### config.mk
export PLATFORM = sky130hd
export DESIGN_NAME = regfile_sched
export DESIGN_NICKNAME = d
export VERILOG_FILES = /design/src/rtl/regfile_pkg.sv /design/src/rtl/regfile_arb.sv /design/src/rtl/regfile_sched.sv
export SDC_FILE = /design/constraint.sdc
export NUM_CORES = 1
export LEC_CHECK = 0
export BUFFER_PORTS_ARGS = -buffer_cell sky130_fd_sc_hd__buf_4
export CORE_AREA = 2 2 91 93
export CTS_CLUSTER_SIZE = 25
export DETAILED_ROUTE_END_ITERATION = 6
export DIE_AREA = 0 0 93 95
export PLACE_DENSITY = 0.63
export SLEW_MARGIN = 40
export SYNTH_ARGS = -nofsm -noshare
export SYNTH_HDL_FRONTEND = slang
export SYNTH_SLANG_ARGS = --single-unit
### constraint.sdc
create_clock -name clk -period 3.44 [get_ports clk]
set_input_delay 0.172 -clock clk [delete_from_list [all_inputs] [get_ports clk]]
set_output_delay 0.172 -clock clk [all_outputs]
set_load 0.02 [all_outputs]
### src/rtl/regfile_pkg.sv
// Shared types and constants for the RegFile access controller.
// Optional feature macro used by the controller: REGFILE_SCHED_X0_ZERO_EN.
package regfile_pkg;

    localparam int DEF_DATA_W = 32;
    localparam int DEF_ADDR_W = 5;

    // RegFile RWen encodings
    localparam logic RF_READ  = 1'b1;
    localparam logic RF_WRITE = 1'b0;

    typedef enum logic {
        INIT = 1'b0,
        RUN  = 1'b1
    } sched_state_t;

    // Width needed to hold a count from 0 up to and including n
    function automatic int cnt_width(input int n);
        return (n < 1) ? 1 : $clog2(n + 1);
    endfunction

endpackage

### src/rtl/regfile_arb.sv
// Write/read grant arbiter for the single-port RegFile.
// Writes win unless a read has been starved for WR_BURST consecutive write grants.
module regfile_arb
    import regfile_pkg::*;
#(
    parameter int WR_BURST = 4
) (
    input  logic clk,
    input  logic reset,
    input  logic run,
    input  logic wr_valid,
    input  logic rd_valid,
    input  logic rsp_valid,
    input  logic rsp_ready,
    output logic wr_grant,
    output logic rd_grant
);

    localparam int CNT_W = cnt_width(WR_BURST);
    localparam logic [CNT_W-1:0] BURST_MAX = CNT_W'(WR_BURST);

    logic [CNT_W-1:0] burst_cnt;
    logic [CNT_W-1:0] burst_nxt;
    logic             rd_elig;
    logic             burst_full;

    // Grant selection and saturating count of writes that bypassed a waiting read
    always_comb begin
        rd_elig    = run && rd_valid && (!rsp_valid || rsp_ready);
        burst_full = (burst_cnt == BURST_MAX);
        wr_grant   = run && wr_valid && !(rd_elig && burst_full);
        rd_grant   = rd_elig && !wr_grant;
        burst_nxt  = burst_cnt;
        if (rd_grant || !rd_elig) begin
            burst_nxt = '0;
        end else if (wr_grant && !burst_full) begin
            burst_nxt = burst_cnt + CNT_W'(1);
        end
    end

    // Burst counter register
    always_ff @(posedge clk or negedge reset) begin
        if (!reset) begin
            burst_cnt <= '0;
        end else begin
            burst_cnt <= burst_nxt;
        end
    end

endmodule

### src/rtl/regfile_sched.sv
// Access controller for the single-port RegFile: clears it after reset, then
// arbitrates writes against dual-operand reads and returns read operands on a
// valid/ready response channel.
// Optional feature: REGFILE_SCHED_X0_ZERO_EN makes register 0 read as zero and
// silently drops writes to it.
module regfile_sched
    import regfile_pkg::*;
#(
    parameter int DATA_W   = DEF_DATA_W,
    parameter int ADDR_W   = DEF_ADDR_W,
    parameter int WR_BURST = 4
) (
    input  logic              clk,
    input  logic              reset,
    input  logic              wr_valid,
    output logic              wr_ready,
    input  logic [ADDR_W-1:0] wr_rd,
    input  logic [DATA_W-1:0] wr_data,
    input  logic              rd_valid,
    output logic              rd_ready,
    input  logic [ADDR_W-1:0] rd_rs1,
    input  logic [ADDR_W-1:0] rd_rs2,
    output logic              rsp_valid,
    input  logic              rsp_ready,
    output logic [DATA_W-1:0] rsp_data1,
    output logic [DATA_W-1:0] rsp_data2,
    output logic              busy,
    output logic              rf_en,
    output logic              rf_reset,
    output logic              rf_rwen,
    output logic [ADDR_W-1:0] rf_rs1,
    output logic [ADDR_W-1:0] rf_rs2,
    output logic [ADDR_W-1:0] rf_rd,
    output logic [DATA_W-1:0] rf_dataIn,
    input  logic [DATA_W-1:0] rf_readOut1,
    input  logic [DATA_W-1:0] rf_readOut2
);

    sched_state_t state;
    sched_state_t state_nxt;
    logic         run;
    logic         wr_grant;
    logic         rd_grant;

    assign run = (state == RUN);

    regfile_arb #(
        .WR_BURST(WR_BURST)
    ) u_arb (
        .clk      (clk),
        .reset    (reset),
        .run      (run),
        .wr_valid (wr_valid),
        .rd_valid (rd_valid),
        .rsp_valid(rsp_valid),
        .rsp_ready(rsp_ready),
        .wr_grant (wr_grant),
        .rd_grant (rd_grant)
    );

    // State register: reset parks in INIT, which clears the RegFile for one cycle
    always_ff @(posedge clk or negedge reset) begin
        if (!reset) begin
            state <= INIT;
        end else begin
            state <= state_nxt;
        end
    end

    // Next state and RegFile pin/handshake drive
    always_comb begin
        state_nxt = state;
        busy      = 1'b0;
        wr_ready  = 1'b0;
        rd_ready  = 1'b0;
        rf_en     = 1'b0;
        rf_reset  = 1'b0;
        rf_rwen   = RF_READ;
        rf_rs1    = '0;
        rf_rs2    = '0;
        rf_rd     = '0;
        rf_dataIn = '0;
        case (state)
            INIT: begin
                state_nxt = RUN;
                busy      = 1'b1;
                rf_en     = 1'b1;
                rf_reset  = 1'b1;
            end
            RUN: begin
                if (wr_grant) begin
                    wr_ready  = 1'b1;
`ifdef REGFILE_SCHED_X0_ZERO_EN
                    rf_en     = (wr_rd != '0);
`else
                    rf_en     = 1'b1;
`endif
                    rf_rwen   = RF_WRITE;
                    rf_rd     = wr_rd;
                    rf_dataIn = wr_data;
                end else if (rd_grant) begin
                    rd_ready  = 1'b1;
                    rf_en     = 1'b1;
                    rf_rwen   = RF_READ;
                    rf_rs1    = rd_rs1;
                    rf_rs2    = rd_rs2;
                end
            end
            default: begin
                state_nxt = INIT;
            end
        endcase
    end

    // Response valid: set by a read grant, dropped once consumed without a refill
    always_ff @(posedge clk or negedge reset) begin
        if (!reset) begin
            rsp_valid <= 1'b0;
        end else if (rd_grant) begin
            rsp_valid <= 1'b1;
        end else if (rsp_ready) begin
            rsp_valid <= 1'b0;
        end
    end

`ifdef REGFILE_SCHED_X0_ZERO_EN
    logic rs1_zero;
    logic rs2_zero;

    // Remember which operands addressed register 0 for the response in flight
    always_ff @(posedge clk or negedge reset) begin
        if (!reset) begin
            rs1_zero <= 1'b0;
            rs2_zero <= 1'b0;
        end else if (rd_grant) begin
            rs1_zero <= (rd_rs1 == '0);
            rs2_zero <= (rd_rs2 == '0);
        end
    end

    // Operand return with register 0 forced to zero
    always_comb begin
        rsp_data1 = rs1_zero ? '0 : rf_readOut1;
        rsp_data2 = rs2_zero ? '0 : rf_readOut2;
    end
`else
    // Operand return straight from the RegFile read outputs
    always_comb begin
        rsp_data1 = rf_readOut1;
        rsp_data2 = rf_readOut2;
    end
`endif

endmodule

==> results <==
- The flow ran to the end, and the final reports show no timing, DRC or antenna violations.
- The count of pins on the block boundary is between 200 and 250.
- The congestion estimate from routability-driven global placement came to 0.740.
- The via count of the first global-routing pass is ~840.
- In the synthesized netlist, the cells that appear most often are buf_4, and2_1, dfrtp_1, inv_1, nor2_1.
- The largest total area in the synthesized netlist belongs to buf_4.
- Clock-pin slew was measured on the worst setup and hold paths at about 30 ps.
- The logic depth of the worst path, buffers included is 7.
- The share of total power dissipated in sequential elements is 0.198.
- In this run the power spent charging and discharging nets is roughly 0.097 mW.
- The count of buffers from port buffering is roughly 110.
- After synthesis, the share of flip-flops with an asynchronous set or reset is 1.00.
- Setup repair after global routing left no endpoint under its margin.
- The detailed-route vias per instance is ~3.3.
- In the final layout, the share of cells above drive strength 1 is 0.613.
- From bottom edge to top edge, the die measures roughly 95 µm.
- Across every metal layer, demand over resource in global routing totals 0.0595.
- Of the total power, combinational logic draws 0.472.
- For this block, the via count after detailed routing is between 900 and 1k.
- The pin count of the biggest net entering global routing is 40.
- The total power is 0.321 mW.
- The initial core utilization is 0.138.
- The wire length of the first global-routing pass is between 4000 and 5000 µm.
- buf_4 is the most common cell in the netlist.
- The die covers ~8800 µm².
- In this run the remaining antenna-violating nets after routing total 0.
- The length of the first detailed-routing pass in iterations is 2.
- The launching instance or port of the critical path is u_arb.burst_cnt[0].
- The arrival time of data at the critical path endpoint is between 1500 and 2000 ps.
- The type of origin of the critical path is a register.
- On the worst path, the slowest cell contributes a delay of approximately 360 ps.
- The synthesized net count is 263.
- The final wirelength is about 3200 µm.
- The setup slack of the most critical reg-to-reg path is 1950 ps.
- Measured in cells, the most critical reg-to-reg path has a length of 5.
- The total area inside the core boundary comes to 7930 µm².
- The clock tree root buffer cell is clkbuf_8.
- The antenna diode count is 0.
- In this run, the number of DRC markers left after iteration 0 of detailed routing was 6.
- The growth of design area from synthesis to finish is 42.6%.
- The maximum fanout along the worst path is 39.
- For this run, the register share of the synthesized area comes to 0.115.
- Synthesis handed over a netlist of 145 instances.
- The switching share of power is 0.302.
- In this design, the critical path's most frequently occurring cell is buf_4.
- In this run the number of H-tree levels came out at 1.
- Detailed placement ended at an HPWL of 2760 µm.
- The number of pins exceeding their max-slew limit in the final report came to 0.
- The endpoint class of the critical path is an output pin.
- The number of setup buffers added after CTS is 0.
- The chip width is between 90 and 100 µm.
- After floorplanning, the core was divided into 33 placement rows.
- For this design the ratio of total power to cell area is 206 nW/µm².
- The TritonCTS buffer count is 3.
- The share of Yosys cell area claimed by the top area cell type is 0.447.
- The mapped cell area is 1090 µm².
- For this design, the slowest cell found on the critical path is dfrtp_1.
- The sum of buffers and inverters on the critical path is 3.
- Derived from the worst setup path, the maximum achievable clock frequency is around 500 MHz.
- The post-route clock skew is 0.184 ps.
- The worst reg2reg path endpoint is u_arb.burst_cnt[2].
- After detailed routing, the average wire length per cell comes to between 10 and 15 µm.
- The worst setup path is of the reg2out kind.
- The count of yosys warnings during synthesis is 0.
- The maximum clock path buffer count is 2.
- The category of cells accounting for the largest share of critical-path delay is buffers and inverters.
- The clock insertion delay at the later pin of the skew report is approximately 220 ps.
- The number of flops mapped to enable cells by yosys is 0.
- The number of hold-slack violations in the final timing report is 0.
- After the last flow step, the layout net total stands at between 300 and 400.
- The beginning of the worst register-to-register path is u_arb.burst_cnt[0].
- The number of antenna violations at the first check in global routing is 0.
- VDD sags by at most 0.0000703 V.
- In the synthesized netlist the dominant register cell turns out to be dfrtp_1.
- The type of the most critical hold path is in2async.
- The number of remaining DRC errors is 0.
- Of the total power, the clock network draws 0.330.
- The final setup TNS is 0 ps.
- Traced cell by cell, the critical path runs through inv_1 -> ha_1 -> and2_2 -> a41oi_2 -> buf_4 -> and2_1 -> buf_4.
- The global route total overflow is 0.
- The static leakage power is 0.825 nW.
- The mean instance size in the synthesized netlist is roughly 7.5 µm².
- STA puts the critical path data required time at about 3300 ps.
- In the post-synthesis netlist, the biggest area contributors are buf_4, and2_1, dfrtp_1, ha_1, inv_1.
- The final setup violation count is 0.
- Following the worst setup path forward leads to its endpoint at rf_rd[4].
- The final critical delay including setup and external delays is between 2000 and 2500 ps.
- The number of clock sinks is 5.
- TritonCTS built the clock tree.
- Synthesis inferred 5 register bits.
- The number of unique standard cell types used by synthesis is 23.
- The tool flagged a number of max-cap violations equal to 0.
- The internal power is approximately 0.22 mW.
- Of the available clock period, the critical path in the final layout requires 0.591.
metrics by stage:
| stage | hold WS [ps] | worst slack, ps | util | instances | area (µm²) |
|---|---|---|---|---|---|
| floorplan | -124 | 1750 | - | 145 | 1090 |
| global placement | -21.6 | 1640 | 0.190 | 286 | 1500 |
| detailed placement | -21.9 | 1600 | 0.190 | 286 | 1500 |
| CTS | 303 | 1370 | 0.196 | 291 | 1560 |
| global route | 312 | 1310 | 0.196 | 291 | 1560 |
| finish | 295 | 1410 | 0.196 | 291 | 1560 |
layout by cell type (no fill, tap or decap), types with 2 or more instances in the layout:
cell type / synthesis / layout
inv_1: 5 / 5
buf_4: 65 / 106
and2_1: 47 / 47
nor2_1: 3 / 3
clkbuf_8: 0 / 3
ha_1: 2 / 2
dfrtp_1: 5 / 5
area by class of cell:
| cell class | count | area (µm²) |
|---|---|---|
| fillers | 897 | 6370 |
| repair buffers | 107 | 806 |
| multi-input cells | 65 | 432 |
| well taps | 105 | 131 |
| flip-flops and latches | 5 | 125 |
| clock buffers | 4 | 45.0 |
| inverters | 5 | 18.8 |
layer usage:
metal  wire, µm  share of wire  vias up  global-route usage
met2       1570           0.49       86              0.0996
met3        467           0.15       18              0.0375
li1           -              -      452                   -
met4         83          0.026        0              0.0257
met5          0              0        -                   0
met1       1050           0.33      412              0.0589
sequential cells by signal, summed over array words and instances (netlist names):
signal and flops:
run 1, u_arb.burst_cnt 3, rsp_valid 1
worst register-to-register path: cells and delay by family, from the launching register on:
family,cells,cell delay [ps]
simple gates,3,830
buf+inv,1,50
flops,1,360
fa+ha+maj,1,180
repair_timing:
item / CTS / global route
gates resized for setup: 0 / 0
hold buffers: 1 / 0
endpoints found under the hold margin: 5 / 0
cells by family after synthesis:
kind of cell    share of synthesized area
xor+xnor                          0.00802
flops                               0.115
simple gates                        0.331
compound gates                     0.0298
other cells                       0.00343
fa+ha+maj                          0.0229
buf+inv                             0.490
worst min path at each step:
stage,start,to,slack (ps),cells after the start
CTS,reset,u_arb.burst_cnt[1],300,2
floorplan,reset,rsp_valid,-120,0
global route,reset,u_arb.burst_cnt[1],310,2
global placement,reset,u_arb.burst_cnt[1],-20,1
finish,reset,u_arb.burst_cnt[1],290,2
detailed placement,reset,u_arb.burst_cnt[1],-20,1
power by group through the flow:
stage | clock [mW] | sequential, mW | combinational (mW)
after floorplan | 0 | 0.0654 | 0.172
after global placement | 0 | 0.0641 | 0.151
after detailed placement | 0 | 0.0641 | 0.152
after CTS | 0.108 | 0.0634 | 0.154
after global routing | 0.112 | 0.0638 | 0.162
final | 0.106 | 0.0635 | 0.151
(Power assumes the default switching activity.)
